### src/rtl/alu_driver.sv
// Command front-end for the combinational alu: registers X/Y/m/s, waits a settle
// window, captures Z and returns it over a valid/ready result handshake.
module alu_driver #(
    parameter int SETTLE_CYCLES = 1
) (
    input  logic        clk,
    input  logic        rst,
    input  logic        cmd_valid,
    output logic        cmd_ready,
    input  logic [1:0]  cmd_s,
    input  logic [1:0]  cmd_m,
    input  logic [7:0]  cmd_x,
    input  logic [7:0]  cmd_y,
    input  logic        cmd_chain,
    output logic [7:0]  alu_x,
    output logic [7:0]  alu_y,
    output logic [1:0]  alu_m,
    output logic [1:0]  alu_s,
    input  logic [15:0] alu_z,
    output logic        res_valid,
    input  logic        res_ready,
    output logic [15:0] res_data,
    output logic [15:0] op_count
);

    typedef enum logic [1:0] {IDLE, SETTLE, RESP} state_t;

    localparam logic [3:0] CNT_LOAD = 4'(SETTLE_CYCLES - 1);

    state_t      state;
    state_t      state_next;
    logic [3:0]  cnt;
    logic [7:0]  last_lo;
    logic        accept;
    logic        capture;
    logic        handshake;

    always_ff @(posedge clk) begin
        if (rst) begin
            state <= IDLE;
        end else begin
            state <= state_next;
        end
    end

    always_comb begin
        state_next = state;
        cmd_ready  = 1'b0;
        res_valid  = 1'b0;
        accept     = 1'b0;
        capture    = 1'b0;
        handshake  = 1'b0;
        case (state)
            IDLE: begin
                cmd_ready = 1'b1;
                if (cmd_valid) begin
                    accept     = 1'b1;
                    state_next = SETTLE;
                end
            end
            SETTLE: begin
                if (cnt == 4'd0) begin
                    capture    = 1'b1;
                    state_next = RESP;
                end
            end
            RESP: begin
                res_valid = 1'b1;
                if (res_ready) begin
                    handshake  = 1'b1;
                    state_next = IDLE;
                end
            end
            default: state_next = IDLE;
        endcase
    end

    // Only the low byte of the last captured Z is ever fed back as a chained X.
    always_ff @(posedge clk) begin
        if (rst) begin
            alu_x    <= '0;
            alu_y    <= '0;
            alu_m    <= '0;
            alu_s    <= '0;
            cnt      <= '0;
            res_data <= '0;
            last_lo  <= '0;
            op_count <= '0;
        end else begin
            if (accept) begin
                alu_x <= cmd_chain ? last_lo : cmd_x;
                alu_y <= cmd_y;
                alu_m <= cmd_m;
                alu_s <= cmd_s;
                cnt   <= CNT_LOAD;
            end else if (state == SETTLE && cnt != 4'd0) begin
                cnt <= cnt - 4'd1;
            end
            if (capture) begin
                res_data <= alu_z;
                last_lo  <= alu_z[7:0];
            end
            if (handshake) begin
                op_count <= op_count + 16'd1;
            end
        end
    end

endmodule

### config.mk
export PLATFORM = sky130hd
export DESIGN_NAME = alu_driver
export DESIGN_NICKNAME = d
export VERILOG_FILES = /design/src/rtl/alu_driver.sv
export SDC_FILE = /design/constraint.sdc
export NUM_CORES = 1
export LEC_CHECK = 0
export CORE_ASPECT_RATIO = 1.2
export CORE_MARGIN = 2
export CORE_UTILIZATION = 42
export CTS_BUF_LIST = sky130_fd_sc_hd__clkbuf_8 sky130_fd_sc_hd__clkbuf_16
export DETAILED_ROUTE_END_ITERATION = 12
export GPL_TIMING_DRIVEN = 1
export PLACE_DENSITY_LB_ADDON = 0.08
export SYNTH_ARGS = -nofsm -noshare
export SYNTH_HDL_FRONTEND = slang
export SYNTH_SLANG_ARGS = --single-unit
### constraint.sdc
create_clock -name clk -period 1.91 [get_ports clk]
set_input_delay 0.4775 -clock clk [delete_from_list [all_inputs] [get_ports clk]]
set_output_delay 0.4775 -clock clk [all_outputs]
set_load 0.01 [all_outputs]
Word level (Yosys, flattened, before mapping) --
Index checks and enable logic that the tools add are counted.
Operators by class: $add $sub $neg 2, equality and inequality tests 5, mux-type cells 13, reductions and logical operators 6
Operators by type and width (number):
- adder 16 x 1 -> 16 bit (second input constant) | 1
- two-way mux 1 bit | 8
- two-way mux 8 bit | 1
- two-way mux 2 bit | 3
- inequality test 2 bit (second input constant) | 3
- case mux 2 bit (3 select lines) | 1
- zero test 4 bit | 1
- nonzero test 4 bit | 1
- subtractor 4 x 1 -> 4 bit (second input constant) | 1
- AND reduction 3 bit | 1
- == test 2 x 1 -> 1 bit (second input constant) | 1
- == test 2 bit (second input constant) | 1
- zero test 2 bit | 1
- OR reduction 2 bit | 1
- logical AND 1 bit | 1
Word-level totals: register bits 66, input bits 41, output and inout bits 54, logic and storage cells 35

Depth between registers and ports, before layout --
word-level depth 3, depth in mapped cells 8, depth with buffers taken out 6

Least setup slack after synthesis --
No wires, ideal clock.
path type flip-flop to flip-flop, from reg cnt[0], to reg res_data[10], library setup time 132 ps, data arrival time 1566 ps, data required time 1778 ps, path slack 212 ps, stages on the path, launching flop included 9, path buffers 2, clock period less this slack 1698 ps, cell sequence dfxtp_1 > inv_1 > ha_1 > or3b_1 > nand2b_1 > clkbuf_1 > clkbuf_1 > nand2_1 > a21oi_1
On the way: longest elaborated chain between the ends 3
RTL lines:
- start: declaration | line 32 | logic [3:0] cnt;
- start signal: assignment | line 97 | cnt <= cnt - 4'd1;
- zero test 4 bit | line 62 | if (cnt == 4'd0) begin
- two-way mux 1 bit | line 62
- two-way mux 1 bit | line 53 | case (state)
- end signal: assignment | line 100 | res_data <= alu_z;
- end: declaration | line 22 | output logic [15:0] res_data,
Every way passes these cells. A chain may end at the register's enable or synchronous reset.

Worst setup path after layout --
from reg op_count[8], to out op_count[8]
RTL lines:
- start: declaration | line 23 | output logic [15:0] op_count
- start signal: assignment | line 104 | op_count <= op_count + 16'd1;
No word-level cell between the ends.

==> results_dict.tcl <==
set metrics [dict create \
    status "completed" \
    htree_levels 3 \
    grt_pass1_wl_um 9290 \
    gp_congestion 0.757 \
    areaGrowthSynthToFinish_pct 55.3 \
    r2r_cells 4 \
    mappedNetlistArea_um2 2320 \
    ir_drop_v 0.000520 \
    rr_endpoint "op_count[14]$_SDFFE_PP0P_" \
    firstDrtPassIters 4 \
    setup_viol 0 \
    period_share_pct 96.0 \
    drt-total-wl_um 5650 \
    synth_nets 320 \
    hold_path_depth 2 \
    holdWs_ns 0.451 \
    end_kind "output pin" \
    startpoint_type "flop" \
    netlist_instances 277 \
    synth_top_cells_by_area "dfxtp_1 50%, nand2_1 11%, a21oi_1 7.3%, nor2_1 3.9%, mux2i_1 3.5%" \
    dp.cells 431 \
    avgSynthCellArea_um2 8.37 \
    crit_arrival_ns 1.36 \
    hold_viol 0 \
    fp.dieH_um 85.4 \
    fin_nets 423 \
    p_per_area_nw_per_um2 788 \
    final_cell_mix "91 x clkdlybuf4s50_1, 66 x nand2_1, 57 x dfxtp_1" \
    slowest_delay_ns 0.58 \
    critPathKind "reg2out" \
    die_w_um 71.8 \
    core_area_um2 5300 \
    worstPathRequired_ns 1.43 \
    grt.overflow.total 0 \
    cts_buffer_depth 2 \
    instances_no_fill 446 \
    slew-limit-headroom_pct 70.4 \
    leakage_uw 0.00136 \
    dp_slack_ns -0.185 \
    yosys_warnings 0 \
    cts_buffers 9 \
    rows 29 \
    cts.sinks 58 \
    track_usage_pct 19.5 \
    rsz0062_at_grt "no" \
    dr_total_vias 2235 \
    ys_ff_latch 58 \
    crit_path_top_delay_cell "clkdlybuf4s50_1" \
    cts_setup_buffers 0 \
    reg2reg_from "op_count[7]$_SDFFE_PP0P_" \
    layout_commonest_cell "clkdlybuf4s50_1" \
    grt_pass1_vias 2081 \
    fin_crit_ns 1.83 \
    tightest_slew_ns 0.443 \
    max_cap_violations 0 \
    antenna_found_initial 0 \
    finClkSkew_ns 0.00604 \
    ctsRootBufferMaster "clkbuf_8" \
    via_per_inst 5.01 \
    yosysUniqueCellTypes 33 \
    crit_chain "clkdlybuf4s50_1" \
    avgRoutedWirePerCell_um 12.7 \
    post-dp-hpwl_um 4000 \
    cts_hold_buf 0 \
    hp-start "res_data[8]$_SDFFE_PP0P_" \
    netlist.area_leader.share_pct 50.1 \
    r2r_setup_slack_ns 0.21 \
    io_buffers 94 \
    drive_above_1_share_pct 9.90 \
    final_antenna_net_count 0 \
    hold_end "res_data[8]$_SDFFE_PP0P_" \
    clkLatencyLatePin_ns 0.33 \
    timing.fmax_ghz 0.545 \
    yosysSeqAreaShare_pct 50.1 \
    num_antenna_cells 0 \
    crit_family "buffers and inverters" \
    setup_slack_ns 0.0756 \
    cts.clk_slew.worst_paths_ns 0.06 \
    initial_core_util_pct 43.7 \
    drt_iter0_drc 66 \
    drv_slew 0 \
    drc_errors 0 \
    cp.buffers_inverters 1 \
    crit_fanout 5 \
    yosys.area.top_type "dfxtp_1" \
    ios 95 \
    cts_tree "built" \
    grt_start_max_net_pins 24 \
    hold_class "reg2reg" \
    die-area_um2 6130 \
]
==> kinds of logic (layout without fill, tap and decap cells) <==
kind of cell	Yosys count	count (layout)	synth area share, %
simple gates	128	128	25.2
flops	58	58	50.1
compound gates	46	46	11.1
buf+inv	20	127	3.29
xor+xnor	14	14	5.29
mux	9	9	3.94
fa+ha+maj	2	2	1.08
==> through the flow <==
step | instance area [um^2] | setup TNS, ns | total power, uW | util [%]
after floorplan | 2320 | 0 | 1480 | -
after global placement | 3390 | -0.350 | 1710 | 64.0
after detailed placement | 3390 | -0.536 | 1720 | 64.0
after CTS | 3600 | 0 | 2870 | 67.9
after global routing | 3600 | 0 | 2970 | 67.9
final | 3600 | 0 | 2840 | 67.9
==> registers in the layout, summed over array words and instances, names as in the netlist <==
signal,cells
state,2
alu_m,2
alu_x,8
cnt,4
alu_s,2
res_data,16
alu_y,8
op_count,16
==> final cells by class <==
| cell class | instances | area [um^2] |
|---|---|---|
| Clock buffer | 12 | 165 |
| Clock inverter | 3 | 38.8 |
| Fill cell | 468 | 1700 |
| Inverter | 3 | 11.3 |
| Multi-Input combinational cell | 199 | 1080 |
| Sequential cell | 58 | 1160 |
| Tap cell | 62 | 77.6 |
| Timing Repair Buffer | 109 | 1060 |
==> power breakdown <==
| part | internal, uW | switching [uW] | leakage (uW) |
|---|---|---|---|
| clock | 695 | 457 | 0.000110 |
| sequential | 1260 | 30.4 | 0.000473 |
| combinational | 223 | 166 | 0.000778 |
==> Yosys cell counts <==
master     number
a211oi_1        8
o21ai_0         2
mux2_2          1
ha_1            2
nand2_1        66
nor3_1          6
xor2_1          9
nor4_1          2
and3_1          1
or4_4           1
nand4_2         1
buf_2           1
nor2_1         24
clkbuf_1       15
or3b_1          1
dfxtp_1        58
a2111oi_0       1
nand4_1         3
nand3_1         8
and4b_1         1
nand4b_1        1
a31o_2          1
a21oi_1        34
nor2b_1         4
nand2b_1        2
buf_1           1
mux2i_1         8
xnor2_1         5
and2_1          3
inv_1           3
or3_1           2
and4_2          1
and3_2          1
==> per-layer routing <==
metal	wire, um	GRT usage (%)	vias up
met4	66	8.75	0
met3	390	8.08	6
met1	2310	21.4	1032
met5	0	0	-
li1	-	-	1131
met2	2880	32.5	66
==> how the worst max path moves through the flow <==
stage,start,to,slack (ns),cells after the start
CTS,state[1]$_SDFFE_PP0P_,res_valid,0.02,2
finish,op_count[8]$_SDFFE_PP0P_,op_count[8],0.08,1
floorplan,cnt[0]$_SDFFE_PP0P_,res_data[10]$_SDFFE_PP0P_,0.21,8
detailed placement,res_ready,op_count[11]$_SDFFE_PP0P_,-0.18,5
global placement,res_ready,op_count[11]$_SDFFE_PP0P_,-0.15,5
global route,op_count[4]$_SDFFE_PP0P_,op_count[4],0.02,2
==> timing repair <==
item	4_1_cts	5_1_grt
setup endpoints to repair	2	1
gates resized for setup	3	1
pin swaps	0	0
Power figures use the tool's default switching activity.
